### src/rtl/mcpu_ctrl.sv
// Multi-cycle MIPS control FSM: a Moore state register plus a decoder that turns
// state, opcode, function code, zero and MIO_ready into datapath selects and strobes.
module mcpu_ctrl #(
    parameter int SEL_W = 2,
    parameter int ALU_W = 3
) (
    input  logic             clk,
    input  logic             rst,
    input  logic [5:0]       OP,
    input  logic [5:0]       Func,
    input  logic             zero,
    input  logic             MIO_ready,
    output logic             IorD,
    output logic             ALUSrcA,
    output logic [SEL_W-1:0] ALUSrcB,
    output logic [SEL_W-1:0] PCSource,
    output logic [SEL_W-1:0] RegDst,
    output logic [SEL_W-1:0] MemtoReg,
    output logic             ext_zero,
    output logic [ALU_W-1:0] ALU_op,
    output logic             PCWrite,
    output logic             IRWrite,
    output logic             MemRead,
    output logic             MemWrite,
    output logic             RegWrite,
    output logic [3:0]       state
);
    typedef enum logic [3:0] {
        S_IF    = 4'd0,  S_ID  = 4'd1,  S_MADDR = 4'd2,  S_MRD = 4'd3,
        S_WBLW  = 4'd4,  S_MWR = 4'd5,  S_EXR   = 4'd6,  S_WBR = 4'd7,
        S_BR    = 4'd8,  S_J   = 4'd9,  S_JAL   = 4'd10, S_EXI = 4'd11,
        S_WBI   = 4'd12
    } state_t;

    localparam logic [ALU_W-1:0] ALU_AND = 3'b000;
    localparam logic [ALU_W-1:0] ALU_OR  = 3'b001;
    localparam logic [ALU_W-1:0] ALU_ADD = 3'b010;
    localparam logic [ALU_W-1:0] ALU_XOR = 3'b011;
    localparam logic [ALU_W-1:0] ALU_NOR = 3'b100;
    localparam logic [ALU_W-1:0] ALU_SUB = 3'b110;
    localparam logic [ALU_W-1:0] ALU_SLT = 3'b111;

    localparam logic [5:0] OP_RTYPE = 6'b000000, OP_J    = 6'b000010, OP_JAL  = 6'b000011;
    localparam logic [5:0] OP_BEQ   = 6'b000100, OP_BNE  = 6'b000101, OP_ADDI = 6'b001000;
    localparam logic [5:0] OP_SLTI  = 6'b001010, OP_ANDI = 6'b001100, OP_ORI  = 6'b001101;
    localparam logic [5:0] OP_LW    = 6'b100011, OP_SW   = 6'b101011;

    state_t state_q, state_d;

    always_ff @(posedge clk) begin
        if (rst) state_q <= S_IF;
        else     state_q <= state_d;
    end

    assign state = state_q;

    always_comb begin
        state_d  = state_q;
        IorD     = 1'b0;
        ALUSrcA  = 1'b0;
        ALUSrcB  = '0;
        PCSource = '0;
        RegDst   = '0;
        MemtoReg = '0;
        ext_zero = 1'b0;
        ALU_op   = ALU_ADD;
        PCWrite  = 1'b0;
        IRWrite  = 1'b0;
        MemRead  = 1'b0;
        MemWrite = 1'b0;
        RegWrite = 1'b0;
        case (state_q)
            S_IF: begin
                MemRead = 1'b1;
                ALUSrcB = SEL_W'(1);
                IRWrite = MIO_ready;
                PCWrite = MIO_ready;
                if (MIO_ready) state_d = S_ID;
            end
            S_ID: begin
                ALUSrcB = SEL_W'(3);
                case (OP)
                    OP_LW, OP_SW:                      state_d = S_MADDR;
                    OP_RTYPE:                          state_d = S_EXR;
                    OP_BEQ, OP_BNE:                    state_d = S_BR;
                    OP_J:                              state_d = S_J;
                    OP_JAL:                            state_d = S_JAL;
                    OP_ADDI, OP_SLTI, OP_ANDI, OP_ORI: state_d = S_EXI;
                    default:                           state_d = S_IF;
                endcase
            end
            S_MADDR: begin
                ALUSrcA = 1'b1;
                ALUSrcB = SEL_W'(2);
                if (OP == OP_LW)      state_d = S_MRD;
                else if (OP == OP_SW) state_d = S_MWR;
                else                  state_d = S_IF;
            end
            S_MRD: begin
                MemRead = 1'b1;
                IorD    = 1'b1;
                if (MIO_ready) state_d = S_WBLW;
            end
            S_WBLW: begin
                RegWrite = 1'b1;
                MemtoReg = SEL_W'(1);
                state_d  = S_IF;
            end
            S_MWR: begin
                MemWrite = 1'b1;
                IorD     = 1'b1;
                if (MIO_ready) state_d = S_IF;
            end
            S_EXR: begin
                ALUSrcA = 1'b1;
                state_d = S_WBR;
                case (Func)
                    6'b100000: ALU_op = ALU_ADD;
                    6'b100010: ALU_op = ALU_SUB;
                    6'b100100: ALU_op = ALU_AND;
                    6'b100101: ALU_op = ALU_OR;
                    6'b100110: ALU_op = ALU_XOR;
                    6'b100111: ALU_op = ALU_NOR;
                    6'b101010: ALU_op = ALU_SLT;
                    default:   state_d = S_IF;
                endcase
            end
            S_WBR: begin
                RegWrite = 1'b1;
                RegDst   = SEL_W'(1);
                state_d  = S_IF;
            end
            S_BR: begin
                // OP[0] distinguishes bne from beq, so it inverts the taken condition
                ALUSrcA  = 1'b1;
                ALU_op   = ALU_SUB;
                PCSource = SEL_W'(1);
                PCWrite  = zero ^ OP[0];
                state_d  = S_IF;
            end
            S_J: begin
                PCSource = SEL_W'(2);
                PCWrite  = 1'b1;
                state_d  = S_IF;
            end
            S_JAL: begin
                PCSource = SEL_W'(2);
                PCWrite  = 1'b1;
                RegWrite = 1'b1;
                RegDst   = SEL_W'(2);
                MemtoReg = SEL_W'(2);
                state_d  = S_IF;
            end
            S_EXI: begin
                ALUSrcA = 1'b1;
                ALUSrcB = SEL_W'(2);
                state_d = S_WBI;
                case (OP)
                    OP_ADDI: ALU_op = ALU_ADD;
                    OP_SLTI: ALU_op = ALU_SLT;
                    OP_ANDI: begin ALU_op = ALU_AND; ext_zero = 1'b1; end
                    OP_ORI:  begin ALU_op = ALU_OR;  ext_zero = 1'b1; end
                    default: state_d = S_IF;
                endcase
            end
            S_WBI: begin
                RegWrite = 1'b1;
                state_d  = S_IF;
            end
            default: begin
                ALU_op  = '0;
                state_d = S_IF;
            end
        endcase
        // Reset overrides everything so no write can slip out mid-instruction
        if (rst) begin
            state_d  = S_IF;
            IorD     = 1'b0;
            ALUSrcA  = 1'b0;
            ALUSrcB  = '0;
            PCSource = '0;
            RegDst   = '0;
            MemtoReg = '0;
            ext_zero = 1'b0;
            PCWrite  = 1'b0;
            IRWrite  = 1'b0;
            MemRead  = 1'b0;
            MemWrite = 1'b0;
            RegWrite = 1'b0;
        end
    end
endmodule

### config.mk
export PLATFORM = sky130hd
export DESIGN_NAME = mcpu_ctrl
export DESIGN_NICKNAME = d
export VERILOG_FILES = /design/src/rtl/mcpu_ctrl.sv
export SDC_FILE = /design/constraint.sdc
export NUM_CORES = 1
export LEC_CHECK = 0
export CAP_MARGIN = 20
export CORE_ASPECT_RATIO = 2
export CORE_UTILIZATION = 31
export CTS_CLUSTER_DIAMETER = 150
export CTS_CLUSTER_SIZE = 24
export DETAILED_ROUTE_END_ITERATION = 7
export SLEW_MARGIN = 5
export SYNTH_ARGS = -nofsm -noshare
export SYNTH_HDL_FRONTEND = slang
export SYNTH_SLANG_ARGS = --single-unit
### constraint.sdc
create_clock -name clk -period 4.21 [get_ports clk]
set_clock_uncertainty 0.2 [all_clocks]
set_input_delay 1.0525 -clock clk [delete_from_list [all_inputs] [get_ports clk]]
set_output_delay 1.0525 -clock clk [all_outputs]
set_load 0.02 [all_outputs]
==> impl_metrics.prom, run 1 <==
# TYPE chip_impl_metric gauge
chip_impl_info{name="critical_path_sink_type",value="primary output"} 1
chip_impl_info{name="root_driver",value="sky130_fd_sc_hd__clkbuf_8"} 1
chip_impl_metric{name="grt_start_max_net_pins",unit=""} 21
chip_impl_metric{name="synth_top_area_share",unit=""} 0.111
chip_impl_metric{name="die_area",unit="um^2"} 2840
chip_impl_info{name="synth_area_leaders",value="sky130_fd_sc_hd__nor2_1 (11%), sky130_fd_sc_hd__dfxtp_1 (9.9%), sky130_fd_sc_hd__nor3_1 (5.6%)"} 1
chip_impl_info{name="cp_top_family",value="buffers and inverters"} 1
chip_impl_metric{name="slew-limit-headroom",unit=""} 0.576
chip_impl_metric{name="timing.critical_path.required",unit="ns"} 2.96
chip_impl_info{name="critPathMostFrequentCell",value="sky130_fd_sc_hd__clkdlybuf4s50_1"} 1
chip_impl_metric{name="synth_async_reset_ratio",unit=""} 0
chip_impl_metric{name="io_pins",unit=""} 39
chip_impl_info{name="synth_top_family_by_area",value="simple AND/OR/NAND/NOR gates"} 1
chip_impl_info{name="timing_worst_setup_path_type",value="input port to primary output"} 1
chip_impl_metric{name="clk_transition_reported_paths",unit="ns"} 0.03
chip_impl_info{name="crit_start_category",value="input port"} 1
chip_impl_metric{name="wirelength",unit="mm"} 2.67
chip_impl_metric{name="ys_warn_count",unit=""} 0
chip_impl_metric{name="cts_htree_levels",unit=""} 1
chip_impl_metric{name="synth.area.mux_share",unit=""} 0.0123
chip_impl_metric{name="synth-seq-area-share",unit=""} 0.0988
chip_impl_metric{name="cts.sinks",unit=""} 4
chip_impl_metric{name="synth_compound_area_frac",unit=""} 0.284
chip_impl_metric{name="fin_ws",unit="ns"} 0.140
chip_impl_metric{name="maxSlewViolCount",unit=""} 0
chip_impl_metric{name="area_of_the_mapped_netlist",unit="um^2"} 811
chip_impl_metric{name="antenna_left",unit=""} 0
chip_impl_metric{name="clockBufferDepth",unit=""} 2
chip_impl_metric{name="cellPowerDensity",unit="nW/um^2"} 161
chip_impl_metric{name="worstPathArrival",unit="ns"} 2.82
chip_impl_metric{name="fin_nets",unit=""} 184
chip_impl_metric{name="port-buffer-count",unit=""} 38
chip_impl_metric{name="place_ws",unit="ns"} 0.0369
chip_impl_metric{name="mappedNetlistNets",unit=""} 146
chip_impl_metric{name="gp_congestion",unit=""} 0.799
chip_impl_metric{name="min_period_over_period",unit=""} 0.967
chip_impl_info{name="final_common_cell",value="sky130_fd_sc_hd__clkdlybuf4s50_1"} 1
chip_impl_metric{name="via_per_inst",unit=""} 5.53
chip_impl_metric{name="synth_simple_gate_area_share",unit=""} 0.463
chip_impl_info{name="cpMaxStageDelayCell",value="sky130_fd_sc_hd__clkdlybuf4s50_1"} 1
chip_impl_metric{name="die-width",unit="um"} 38.2
chip_impl_info{name="cts_tree",value="yes"} 1
chip_impl_info{name="synth-main-ff-cell",value="sky130_fd_sc_hd__dfxtp_1"} 1
chip_impl_metric{name="instances_no_fill",unit=""} 193
chip_impl_metric{name="cts.repair_timing.setup_buffer_count",unit=""} 0
chip_impl_metric{name="yosysUniqueCellTypes",unit=""} 43
chip_impl_metric{name="placeableCoreArea",unit="um^2"} 2410
chip_impl_metric{name="final_period_minus_worst_setup_slack",unit="ns"} 4.07
chip_impl_metric{name="largest_incremental_delay_on_the_critical_path",unit="ns"} 0.62
chip_impl_metric{name="antenna_found_initial",unit=""} 0
chip_impl_metric{name="gr-usage-all-layers",unit=""} 0.216
chip_impl_info{name="outcome",value="finished, final reports clean"} 1
chip_impl_info{name="mostFrequentLayoutCells",value="sky130_fd_sc_hd__clkdlybuf4s50_1 (36), sky130_fd_sc_hd__nor2_1 (23), sky130_fd_sc_hd__nand2_1 (9), sky130_fd_sc_hd__nor3_1 (9)"} 1
chip_impl_info{name="cp_cell_sequence",value="clkdlybuf4s50_1 > nand2b_1 > or2_4 > nor2_1 > o2111ai_1 > o211ai_1 > clkdlybuf4s50_1"} 1
chip_impl_metric{name="first_pass_iters",unit=""} 4
chip_impl_metric{name="dr_total_vias",unit=""} 1068
chip_impl_metric{name="synthAdderAreaFrac",unit=""} 0
chip_impl_metric{name="flip_flop_count_of_the_largest_register_after_layout",unit=""} 4
chip_impl_metric{name="netlist_instances",unit=""} 130
chip_impl_info{name="synth_largest_area_cell",value="sky130_fd_sc_hd__nor2_1"} 1
chip_impl_metric{name="final_util",unit=""} 0.528
chip_impl_metric{name="dp.final_hpwl",unit="mm"} 2.13
chip_impl_metric{name="place_inst",unit=""} 190
chip_impl_metric{name="holdWs",unit="ns"} 0.629
chip_impl_metric{name="setup-violations-final",unit=""} 0
chip_impl_metric{name="post_synth_xor_area_fraction",unit=""} 0.0432
chip_impl_metric{name="overflow",unit=""} 0
chip_impl_metric{name="layout_cell_share_with_drive_strength_beyond_1",unit=""} 0.102
chip_impl_metric{name="fill_cell_instance_count_of_the_final_layout",unit=""} 257
chip_impl_metric{name="final-hold-violation-count",unit=""} 0
chip_impl_metric{name="drtIter0Drc",unit=""} 27
chip_impl_metric{name="source_to_sink_clock_delay_at_the_later_pin_of_the_worst_skew_pair",unit="ns"} 0.21
chip_impl_metric{name="synth_seq_cells",unit=""} 4
chip_impl_metric{name="areaGrowthSynthToFinish",unit="%"} 56.9
chip_impl_metric{name="die_h",unit="um"} 74.3
chip_impl_metric{name="postSynthAreaPerCell",unit="um^2"} 6.24
chip_impl_metric{name="antennaDiodeCount",unit=""} 0
chip_impl_metric{name="initial_core_util",unit=""} 0.337
chip_impl_metric{name="rows",unit=""} 25
chip_impl_metric{name="timing_worst_slew_pin_value",unit="ns"} 0.635
chip_impl_metric{name="vdd.ir_drop.worst",unit="uV"} 187
chip_impl_metric{name="maxCapViolations",unit=""} 0
chip_impl_metric{name="max_clock_freq",unit="MHz"} 246
chip_impl_metric{name="number_of_global_route_vias_before_repair",unit=""} 1064
chip_impl_metric{name="wire_per_inst",unit="um"} 13.8
chip_impl_metric{name="synth_enable_flop_cells",unit=""} 0
chip_impl_metric{name="worst-path-max-fanout",unit=""} 3
chip_impl_metric{name="cts_made_buffers",unit=""} 3
chip_impl_metric{name="setup_total_negative_slack",unit="ns"} 0
chip_impl_metric{name="cellLeakagePower",unit="uW"} 0.000497
chip_impl_metric{name="grt_pass1_wl",unit="mm"} 4.55
chip_impl_metric{name="crit_buf_inv",unit=""} 2
chip_impl_info{name="min-delay-path-class",value="flip-flop to flip-flop"} 1
chip_impl_metric{name="drcViolationCount",unit=""} 0
per-stage QoR:
step                cell area (um^2)  power [uW]
detailed placement              1220         127
global route                    1270         221
global placement                1220         126
finish                          1270         205
CTS                             1260         207
floorplan                        811        89.2
area by class of cell:
type | instances | area, um^2 | share of cell area
Multi-Input combinational cell | 108 | 653 | 0.513
Timing Repair Buffer | 46 | 445 | 0.350
Sequential cell | 4 | 80.1 | 0.0629
Clock buffer | 3 | 41.3 | 0.0324
Tap cell | 27 | 33.8 | 0.0265
Inverter | 5 | 18.8 | 0.0147
cells in the mapped netlist (2+ instances only):
master                      n
sky130_fd_sc_hd__a31oi_1    2
sky130_fd_sc_hd__a21oi_1    8
sky130_fd_sc_hd__nand2b_1   6
sky130_fd_sc_hd__nand2_1    9
sky130_fd_sc_hd__o21a_1     3
sky130_fd_sc_hd__nor3b_1    2
sky130_fd_sc_hd__nor2b_1    5
sky130_fd_sc_hd__nor2_1    24
sky130_fd_sc_hd__dfxtp_1    4
sky130_fd_sc_hd__nand3b_1   2
sky130_fd_sc_hd__xor2_1     4
sky130_fd_sc_hd__o32ai_1    3
sky130_fd_sc_hd__clkbuf_1   9
sky130_fd_sc_hd__nand4_1    2
sky130_fd_sc_hd__nand3_1    4
sky130_fd_sc_hd__nor4_1     3
sky130_fd_sc_hd__and3_1     2
sky130_fd_sc_hd__nor3_1     9
sky130_fd_sc_hd__inv_1      5
worst reg2reg max path, stage by stage, from the launching register on:
cell and delay (ns):
sky130_fd_sc_hd__dfxtp_1 0.71, sky130_fd_sc_hd__nand2b_1 0.32, sky130_fd_sc_hd__a2111oi_4 0.50, sky130_fd_sc_hd__nor4_1 0.14, sky130_fd_sc_hd__o32ai_1 0.26
power by group:
group          internal (uW)  total, uW  switching [uW]
sequential              39.5       43.1            3.53
combinational           41.9       83.6            41.6
clock                   60.8       78.6            17.8
per-layer routing:
metal | global-route usage | routed length, um
met1 | 0.222 | 1000
met5 | 0 | 0
met3 | 0.0299 | 117
met2 | 0.409 | 1510
met4 | 0.0833 | 30
timing repair:
| action | 4_1_cts | 5_1_grt |
|---|---|---|
| hold buffers | 0 | 0 |
| setup endpoints to repair | 0 | 3 |
| gates resized for setup | 0 | 3 |
path summary, 6_finish.rpt:
| check | from | end | slack [ns] | cells after the start |
|---|---|---|---|---|
| worst max-delay path | Func[4] | ALU_op[2] | 0.14 | 7 |
| worst min-delay path | state[0] | state[2] | 0.63 | 3 |
| worst max register to register | state[1] | state[2] | 1.97 | 4 |
| worst min register to register | state[0] | state[2] | 0.63 | 3 |
kinds of logic after synthesis:
logic type      after synthesis
compound gates               30
buf+inv                      18
flops                         4
xor+xnor                      4
simple gates                 73
mux                           1
Power figures use the tool's default switching activity.
==> inputs of run 2 (changes only) <==
- ABC_AREA: not set -> 1
- CORE_ASPECT_RATIO: 2 -> not set
- PLACE_DENSITY: not set -> 0.66
- SLEW_MARGIN: 5 -> not set
==> run 2 against run 1 <==
Net effect: core utilization rose by 0.22 points; die area fell by 11%; combinational power fell by 15%; first-iteration DRC count fell by 26%; design area fell by 8.7%; synthesized cell count rose by 6.9%; cell count rose by 7.8%; via count fell by 5.4%; worst hold slack got worse by 0.11 ns; synthesized area fell by 11%.
==> impl_metrics.prom, run 2 <==
# TYPE chip_impl_metric gauge
chip_impl_metric{name="cellLeakagePower",unit="uW"} 0.000567
chip_impl_metric{name="source_to_sink_clock_delay_at_the_later_pin_of_the_worst_skew_pair",unit="ns"} 0.23
chip_impl_metric{name="ctsHoldBuffers",unit=""} 0
chip_impl_metric{name="maxSlewViolCount",unit=""} 0
chip_impl_metric{name="routing_usage_on_met2",unit=""} 0.313
chip_impl_info{name="root_driver",value="sky130_fd_sc_hd__clkbuf_4"} 1
chip_impl_metric{name="via_per_inst",unit=""} 4.86
chip_impl_metric{name="synth-seq-area-share",unit=""} 0.111
chip_impl_metric{name="synth_enable_flop_cells",unit=""} 0
chip_impl_metric{name="ys_warn_count",unit=""} 0
chip_impl_metric{name="final_util",unit=""} 0.531
chip_impl_info{name="critical_path_sink_type",value="primary output"} 1
chip_impl_metric{name="setup_total_negative_slack",unit="ns"} 0
chip_impl_metric{name="drtIter0Drc",unit=""} 20
chip_impl_info{name="synth.top_cells.by_count",value="sky130_fd_sc_hd__nand2_1 (26), sky130_fd_sc_hd__nor2_1 (23), sky130_fd_sc_hd__inv_1 (22), sky130_fd_sc_hd__nand3_1 (14), sky130_fd_sc_hd__o21ai_0 (7)"} 1
chip_impl_metric{name="placeableCoreArea",unit="um^2"} 2190
chip_impl_metric{name="dp.final_hpwl",unit="mm"} 1.78
chip_impl_metric{name="timing_worst_slew_pin_value",unit="ns"} 0.330
chip_impl_info{name="gr-max-usage-layer",value="met2"} 1
chip_impl_metric{name="synth_async_reset_ratio",unit=""} 0
chip_impl_metric{name="initial_core_util",unit=""} 0.328
chip_impl_metric{name="worst-path-max-fanout",unit=""} 6
chip_impl_info{name="cts_tree",value="yes"} 1
chip_impl_metric{name="flip_flop_count_of_the_largest_register_after_layout",unit=""} 4
chip_impl_metric{name="maxCapViolations",unit=""} 0
chip_impl_metric{name="slew-limit-headroom",unit=""} 0.778
chip_impl_metric{name="rows",unit=""} 17
chip_impl_metric{name="antennaDiodeCount",unit=""} 0
chip_impl_info{name="crit_start_category",value="input port"} 1
chip_impl_metric{name="mappedNetlistNets",unit=""} 155
chip_impl_metric{name="worstHoldPathCells",unit=""} 4
chip_impl_metric{name="final_period_minus_worst_setup_slack",unit="ns"} 4.07
chip_impl_metric{name="cts_made_buffers",unit=""} 3
chip_impl_metric{name="yosysUniqueCellTypes",unit=""} 25
chip_impl_info{name="mostFrequentLayoutCells",value="sky130_fd_sc_hd__clkdlybuf4s50_1 (37), sky130_fd_sc_hd__nand2_1 (26), sky130_fd_sc_hd__nor2_1 (23)"} 1
chip_impl_info{name="outcome",value="finished, final reports clean"} 1
chip_impl_metric{name="worstRegToRegCells",unit=""} 6
chip_impl_metric{name="wire_per_inst",unit="um"} 9.99
chip_impl_metric{name="fin_nets",unit=""} 198
chip_impl_metric{name="layout_cell_share_with_drive_strength_beyond_1",unit=""} 0.128
chip_impl_metric{name="port-buffer-count",unit=""} 38
chip_impl_info{name="synth_largest_area_cell",value="sky130_fd_sc_hd__nand2_1"} 1
chip_impl_metric{name="die_area",unit="um^2"} 2510
chip_impl_metric{name="netlist_instances",unit=""} 139
chip_impl_metric{name="clk_transition_reported_paths",unit="ns"} 0.04
chip_impl_metric{name="cts.sinks",unit=""} 4
chip_impl_metric{name="gr-usage-all-layers",unit=""} 0.180
chip_impl_metric{name="drcViolationCount",unit=""} 0
chip_impl_info{name="synth.most_common_cell",value="sky130_fd_sc_hd__nand2_1"} 1
chip_impl_metric{name="final-hold-violation-count",unit=""} 0
chip_impl_metric{name="die_h",unit="um"} 50.1
chip_impl_metric{name="io_pins",unit=""} 39
chip_impl_metric{name="area_of_the_mapped_netlist",unit="um^2"} 718
chip_impl_info{name="setup_repair_after_global_routing_missed_its_margin",value="no"} 1
chip_impl_info{name="final_common_cell",value="sky130_fd_sc_hd__clkdlybuf4s50_1"} 1
chip_impl_info{name="timing_worst_setup_path_type",value="input port to primary output"} 1
chip_impl_metric{name="vdd.ir_drop.worst",unit="uV"} 101
chip_impl_metric{name="wirelength",unit="mm"} 2.08
chip_impl_metric{name="worstPathArrival",unit="ns"} 2.81
chip_impl_metric{name="grt_pass1_wl",unit="mm"} 3.60
chip_impl_metric{name="fill_cell_instance_count_of_the_final_layout",unit=""} 220
chip_impl_metric{name="grt_use_met1",unit=""} 0.224
chip_impl_metric{name="cellPowerDensity",unit="nW/um^2"} 137
chip_impl_metric{name="setup-violations-final",unit=""} 0
chip_impl_metric{name="synth_top_area_share",unit=""} 0.136
chip_impl_metric{name="grt_start_max_net_pins",unit=""} 9
chip_impl_metric{name="overflow",unit=""} 0
chip_impl_info{name="synth_area_leaders",value="sky130_fd_sc_hd__nand2_1 (14%), sky130_fd_sc_hd__nor2_1 (12%), sky130_fd_sc_hd__inv_1 (11%)"} 1
chip_impl_metric{name="antenna_left",unit=""} 0
chip_impl_metric{name="postSynthAreaPerCell",unit="um^2"} 5.17
chip_impl_metric{name="areaGrowthSynthToFinish",unit="%"} 61.8
chip_impl_metric{name="timing.critical_path.required",unit="ns"} 2.96
chip_impl_metric{name="number_of_global_route_vias_before_repair",unit=""} 912
chip_impl_metric{name="min_period_over_period",unit=""} 0.966
chip_impl_info{name="synth-main-ff-cell",value="sky130_fd_sc_hd__dfxtp_1"} 1
chip_impl_metric{name="clockBufferDepth",unit=""} 2
chip_impl_metric{name="cts_htree_levels",unit=""} 1
chip_impl_metric{name="die-width",unit="um"} 50.1
chip_impl_info{name="min-delay-path-class",value="flip-flop to flip-flop"} 1
chip_impl_metric{name="max_clock_freq",unit="MHz"} 246
chip_impl_metric{name="antenna_found_initial",unit=""} 0
chip_impl_metric{name="first_pass_iters",unit=""} 7
chip_impl_metric{name="gp_congestion",unit=""} 0.905
chip_impl_metric{name="synth_seq_cells",unit=""} 4
chip_impl_metric{name="dr_total_vias",unit=""} 1010
chip_impl_metric{name="grt_util_met3",unit=""} 0.0333
## run 2: cell count changes after synthesis, sizes merged, moves of 5 or more
cell,previous run,this run
nand2b,7,0
o21ai,2,10
nand3,4,14
clkbuf,9,1
inv,5,28
nor2b,5,0
nand2,9,30
## run 2: per-layer routing
metal,vias up,wire [um]
met5,-,0
met4,0,0
met3,0,109
met2,30,979
met1,450,988
li1,530,-
## run 2: logic make-up after synthesis
logic type,share of synthesized area
xor gates and xnor gates,0.0122
AOI/OAI and AO/OA,0.174
buffers and inverters,0.162
and+or+nand+nor,0.540
DFF,0.112
## run 2: area by class of cell
class                           instances  area (um^2)  share of cell area
Multi-Input combinational cell        105          522               0.449
Sequential cell                         4         80.1              0.0689
Clock buffer                            3         22.5              0.0194
Tap cell                               28         35.0              0.0301
Timing Repair Buffer                   40          398               0.342
Inverter                               28          105              0.0904
## run 2: metrics by stage
stage	hold WS, ns	cells	area, um^2	setup slack (ns)	power (uW)
6_report	0.522	208	1160	0.143	159
5_1_grt	0.556	208	1160	0.0620	171
3_5_place_dp	0.513	205	1140	0.102	113
3_3_place_gp	0.511	205	1140	0.137	112
4_1_cts	0.524	208	1160	0.102	161
2_1_floorplan	0.556	139	718	0.976	77.6
## run 2: repair_timing
item,in CTS,in global routing
resized for setup,0,1
hold endpoints to repair,0,0
setup endpoints to repair,0,1
buffers inserted,0,0
## run 2: critical path, stage by stage
cell and delay (ns):
sky130_fd_sc_hd__clkdlybuf4s50_1 0.48, sky130_fd_sc_hd__nor2_4 0.18, sky130_fd_sc_hd__nand4_1 0.20, sky130_fd_sc_hd__nor3_1 0.25, sky130_fd_sc_hd__clkdlybuf4s50_1 0.65
## run 2: worst paths after layout
| path | slack, ns | to | start |
|---|---|---|---|
| max | 0.14 | ext_zero | OP[4] |
| min | 0.52 | state[2] | state[0] |
| max reg2reg | 2.71 | state[2] | state[2] |
| min reg2reg | 0.52 | state[2] | state[0] |
## run 2: where the power goes
part | switching [uW] | internal (uW)
Sequential | 1.61 | 39.5
Clock | 15.1 | 31.8
Combinational | 38.2 | 32.9
==> inputs of run 3 (changes only) <==
- CORE_UTILIZATION: 31 -> 36
- PLACE_DENSITY: 0.66 -> 0.75
==> run 3 against run 2 <==
Net effect: total power rose by 0.63%; die area shrank 13%; register-to-register slack lost 0.03 ns; cell count shrank 0.96%; non-clock buffer count rose by 1; setup slack improved by 0.025 ns; largest cell class unchanged.
==> impl_metrics.prom, run 3 (synthesis results as in run 2) <==
# TYPE chip_impl_metric gauge
chip_impl_info{name="timing_worst_setup_path_type",value="input port to primary output"} 1
chip_impl_metric{name="die-width",unit="um"} 46.7
chip_impl_metric{name="cts_made_buffers",unit=""} 3
chip_impl_info{name="crit_start_category",value="input port"} 1
chip_impl_metric{name="die_h",unit="um"} 46.7
chip_impl_info{name="cts_tree",value="yes"} 1
chip_impl_metric{name="combPwrFrac",unit=""} 0.447
chip_impl_metric{name="ctsHoldBuffers",unit=""} 0
chip_impl_metric{name="maxCapViolations",unit=""} 0
chip_impl_metric{name="clk_transition_reported_paths",unit="ns"} 0.04
chip_impl_metric{name="drtIter0Drc",unit=""} 23
chip_impl_metric{name="io_pins",unit=""} 39
chip_impl_metric{name="gr-usage-all-layers",unit=""} 0.211
chip_impl_info{name="critical_path_sink_type",value="primary output"} 1
chip_impl_metric{name="source_to_sink_clock_delay_at_the_later_pin_of_the_worst_skew_pair",unit="ns"} 0.23
chip_impl_metric{name="wire_per_inst",unit="um"} 10.4
chip_impl_info{name="final_common_cell",value="sky130_fd_sc_hd__clkdlybuf4s50_1"} 1
chip_impl_metric{name="timing_worst_slew_pin_value",unit="ns"} 0.298
chip_impl_metric{name="cellLeakagePower",unit="uW"} 0.000589
chip_impl_metric{name="vdd.ir_drop.worst",unit="uV"} 89.9
chip_impl_metric{name="drcViolationCount",unit=""} 0
chip_impl_metric{name="worst-path-max-fanout",unit=""} 6
chip_impl_metric{name="initial_core_util",unit=""} 0.399
chip_impl_metric{name="first_pass_iters",unit=""} 6
chip_impl_metric{name="flip_flop_count_of_the_largest_register_after_layout",unit=""} 4
chip_impl_metric{name="final_period_minus_worst_setup_slack",unit="ns"} 4.04
chip_impl_info{name="setup_repair_after_global_routing_missed_its_margin",value="no"} 1
chip_impl_metric{name="fin_nets",unit=""} 199
chip_impl_metric{name="grt_start_max_net_pins",unit=""} 8
chip_impl_metric{name="overflow",unit=""} 0
chip_impl_metric{name="cts_htree_levels",unit=""} 1
chip_impl_metric{name="holdWs",unit="ns"} 0.533
chip_impl_metric{name="wirelength",unit="mm"} 2.15
chip_impl_metric{name="rows",unit=""} 15
chip_impl_metric{name="switching_power",unit="uW"} 55.7
chip_impl_metric{name="clockPowerShare",unit=""} 0.296
chip_impl_metric{name="power.share.sequential",unit=""} 0.257
chip_impl_info{name="mostFrequentLayoutCells",value="sky130_fd_sc_hd__clkdlybuf4s50_1 (36), sky130_fd_sc_hd__nand2_1 (26), sky130_fd_sc_hd__nor2_1 (23)"} 1
chip_impl_metric{name="via_per_inst",unit=""} 4.80
chip_impl_metric{name="dp.final_hpwl",unit="mm"} 1.84
chip_impl_metric{name="antenna_left",unit=""} 0
chip_impl_metric{name="min_period_over_period",unit=""} 0.960
chip_impl_metric{name="gp_congestion",unit=""} 0.878
chip_impl_metric{name="grt_pass1_wl",unit="mm"} 3.42
chip_impl_metric{name="final-hold-violation-count",unit=""} 0
chip_impl_metric{name="areaGrowthSynthToFinish",unit="%"} 62.7
chip_impl_info{name="root_driver",value="sky130_fd_sc_hd__clkbuf_4"} 1
chip_impl_metric{name="setup-violations-final",unit=""} 0
chip_impl_metric{name="max_clock_freq",unit="MHz"} 247
chip_impl_info{name="min-delay-path-class",value="flip-flop to flip-flop"} 1
chip_impl_metric{name="port-buffer-count",unit=""} 38
chip_impl_metric{name="fin_ws",unit="ns"} 0.169
chip_impl_metric{name="clockBufferDepth",unit=""} 2
chip_impl_metric{name="placeableCoreArea",unit="um^2"} 1800
chip_impl_info{name="outcome",value="finished, final reports clean"} 1
chip_impl_metric{name="cellPowerDensity",unit="nW/um^2"} 137
chip_impl_metric{name="cts.sinks",unit=""} 4
chip_impl_metric{name="layout_cell_share_with_drive_strength_beyond_1",unit=""} 0.133
chip_impl_metric{name="worstPathArrival",unit="ns"} 2.79
chip_impl_metric{name="antenna_found_initial",unit=""} 0
chip_impl_metric{name="power_switching_share",unit=""} 0.348
chip_impl_metric{name="die_area",unit="um^2"} 2180
chip_impl_metric{name="setup_total_negative_slack",unit="ns"} 0
chip_impl_metric{name="place_ws",unit="ns"} 0.112
chip_impl_metric{name="antennaDiodeCount",unit=""} 0
chip_impl_metric{name="number_of_global_route_vias_before_repair",unit=""} 865
chip_impl_metric{name="dr_total_vias",unit=""} 989
chip_impl_metric{name="maxSlewViolCount",unit=""} 0
chip_impl_metric{name="timing.critical_path.required",unit="ns"} 2.96
chip_impl_metric{name="slew-limit-headroom",unit=""} 0.801
chip_impl_metric{name="internal-power",unit="uW"} 104
run 3: cell count changes in the layout (fill, tap and decap cells not counted):
cell,before,now
sky130_fd_sc_hd__buf_4,2,3
sky130_fd_sc_hd__dlymetal6s2s_1,1,2
sky130_fd_sc_hd__clkdlybuf4s50_1,37,36
run 3: stage by stage:
stage / power [uW] / area, um^2 / utilization / cells
2_1_floorplan: 77.6 / 718 / - / 139
3_3_place_gp: 112 / 1140 / 0.633 / 203
3_5_place_dp: 113 / 1140 / 0.633 / 203
4_1_cts: 161 / 1160 / 0.646 / 206
5_1_grt: 174 / 1170 / 0.649 / 206
6_report: 160 / 1170 / 0.649 / 206
run 3: what timing repair did:
item                       CTS  global route
resized for setup            0             2
setup endpoints to repair    0             2
setup buffers                0             0
run 3: final cells by class:
class | count | area (um^2)
timing repair buffer | 41 | 408
multi-input combinational | 105 | 522
inverter | 28 | 105
fill | 183 | 633
sequential | 4 | 80.1
clock buffer | 3 | 22.5
tap | 25 | 31.3
run 3: critical path, cell delays in order:
cell                              delay, ns
sky130_fd_sc_hd__clkdlybuf4s50_1       0.47
sky130_fd_sc_hd__nor2_4                0.19
sky130_fd_sc_hd__nand4_1               0.15
sky130_fd_sc_hd__buf_4                 0.18
sky130_fd_sc_hd__nand2_1               0.06
sky130_fd_sc_hd__o2111ai_1             0.12
sky130_fd_sc_hd__clkdlybuf4s50_1       0.56
run 3: worst paths after layout:
| kind | slack (ns) | start | endpoint | cells past startpoint |
|---|---|---|---|---|
| max | 0.17 | OP[4] | ALU_op[1] | 7 |
| min | 0.53 | state[0] | state[2] | 4 |
| max reg2reg | 2.68 | state[2] | state[2] | 6 |
| min reg2reg | 0.53 | state[0] | state[2] | 4 |
run 3: power by group through the flow:
stage	combinational [uW]	clock [uW]	sequential, uW
3_3_place_gp	70.1	0	41.6
5_1_grt	79.1	53.4	41.2
3_5_place_dp	71.2	0	41.7
6_report	71.5	47.4	41.2
2_1_floorplan	34.4	0	43.2
4_1_cts	71.4	48.0	41.1
run 3: routing by layer:
| metal | GRT usage | part of all wire |
|---|---|---|
| met5 | 0 | 0 |
| met4 | 0.0286 | 0.0033 |
| met3 | 0.0392 | 0.045 |
| met2 | 0.375 | 0.49 |
| met1 | 0.267 | 0.46 |
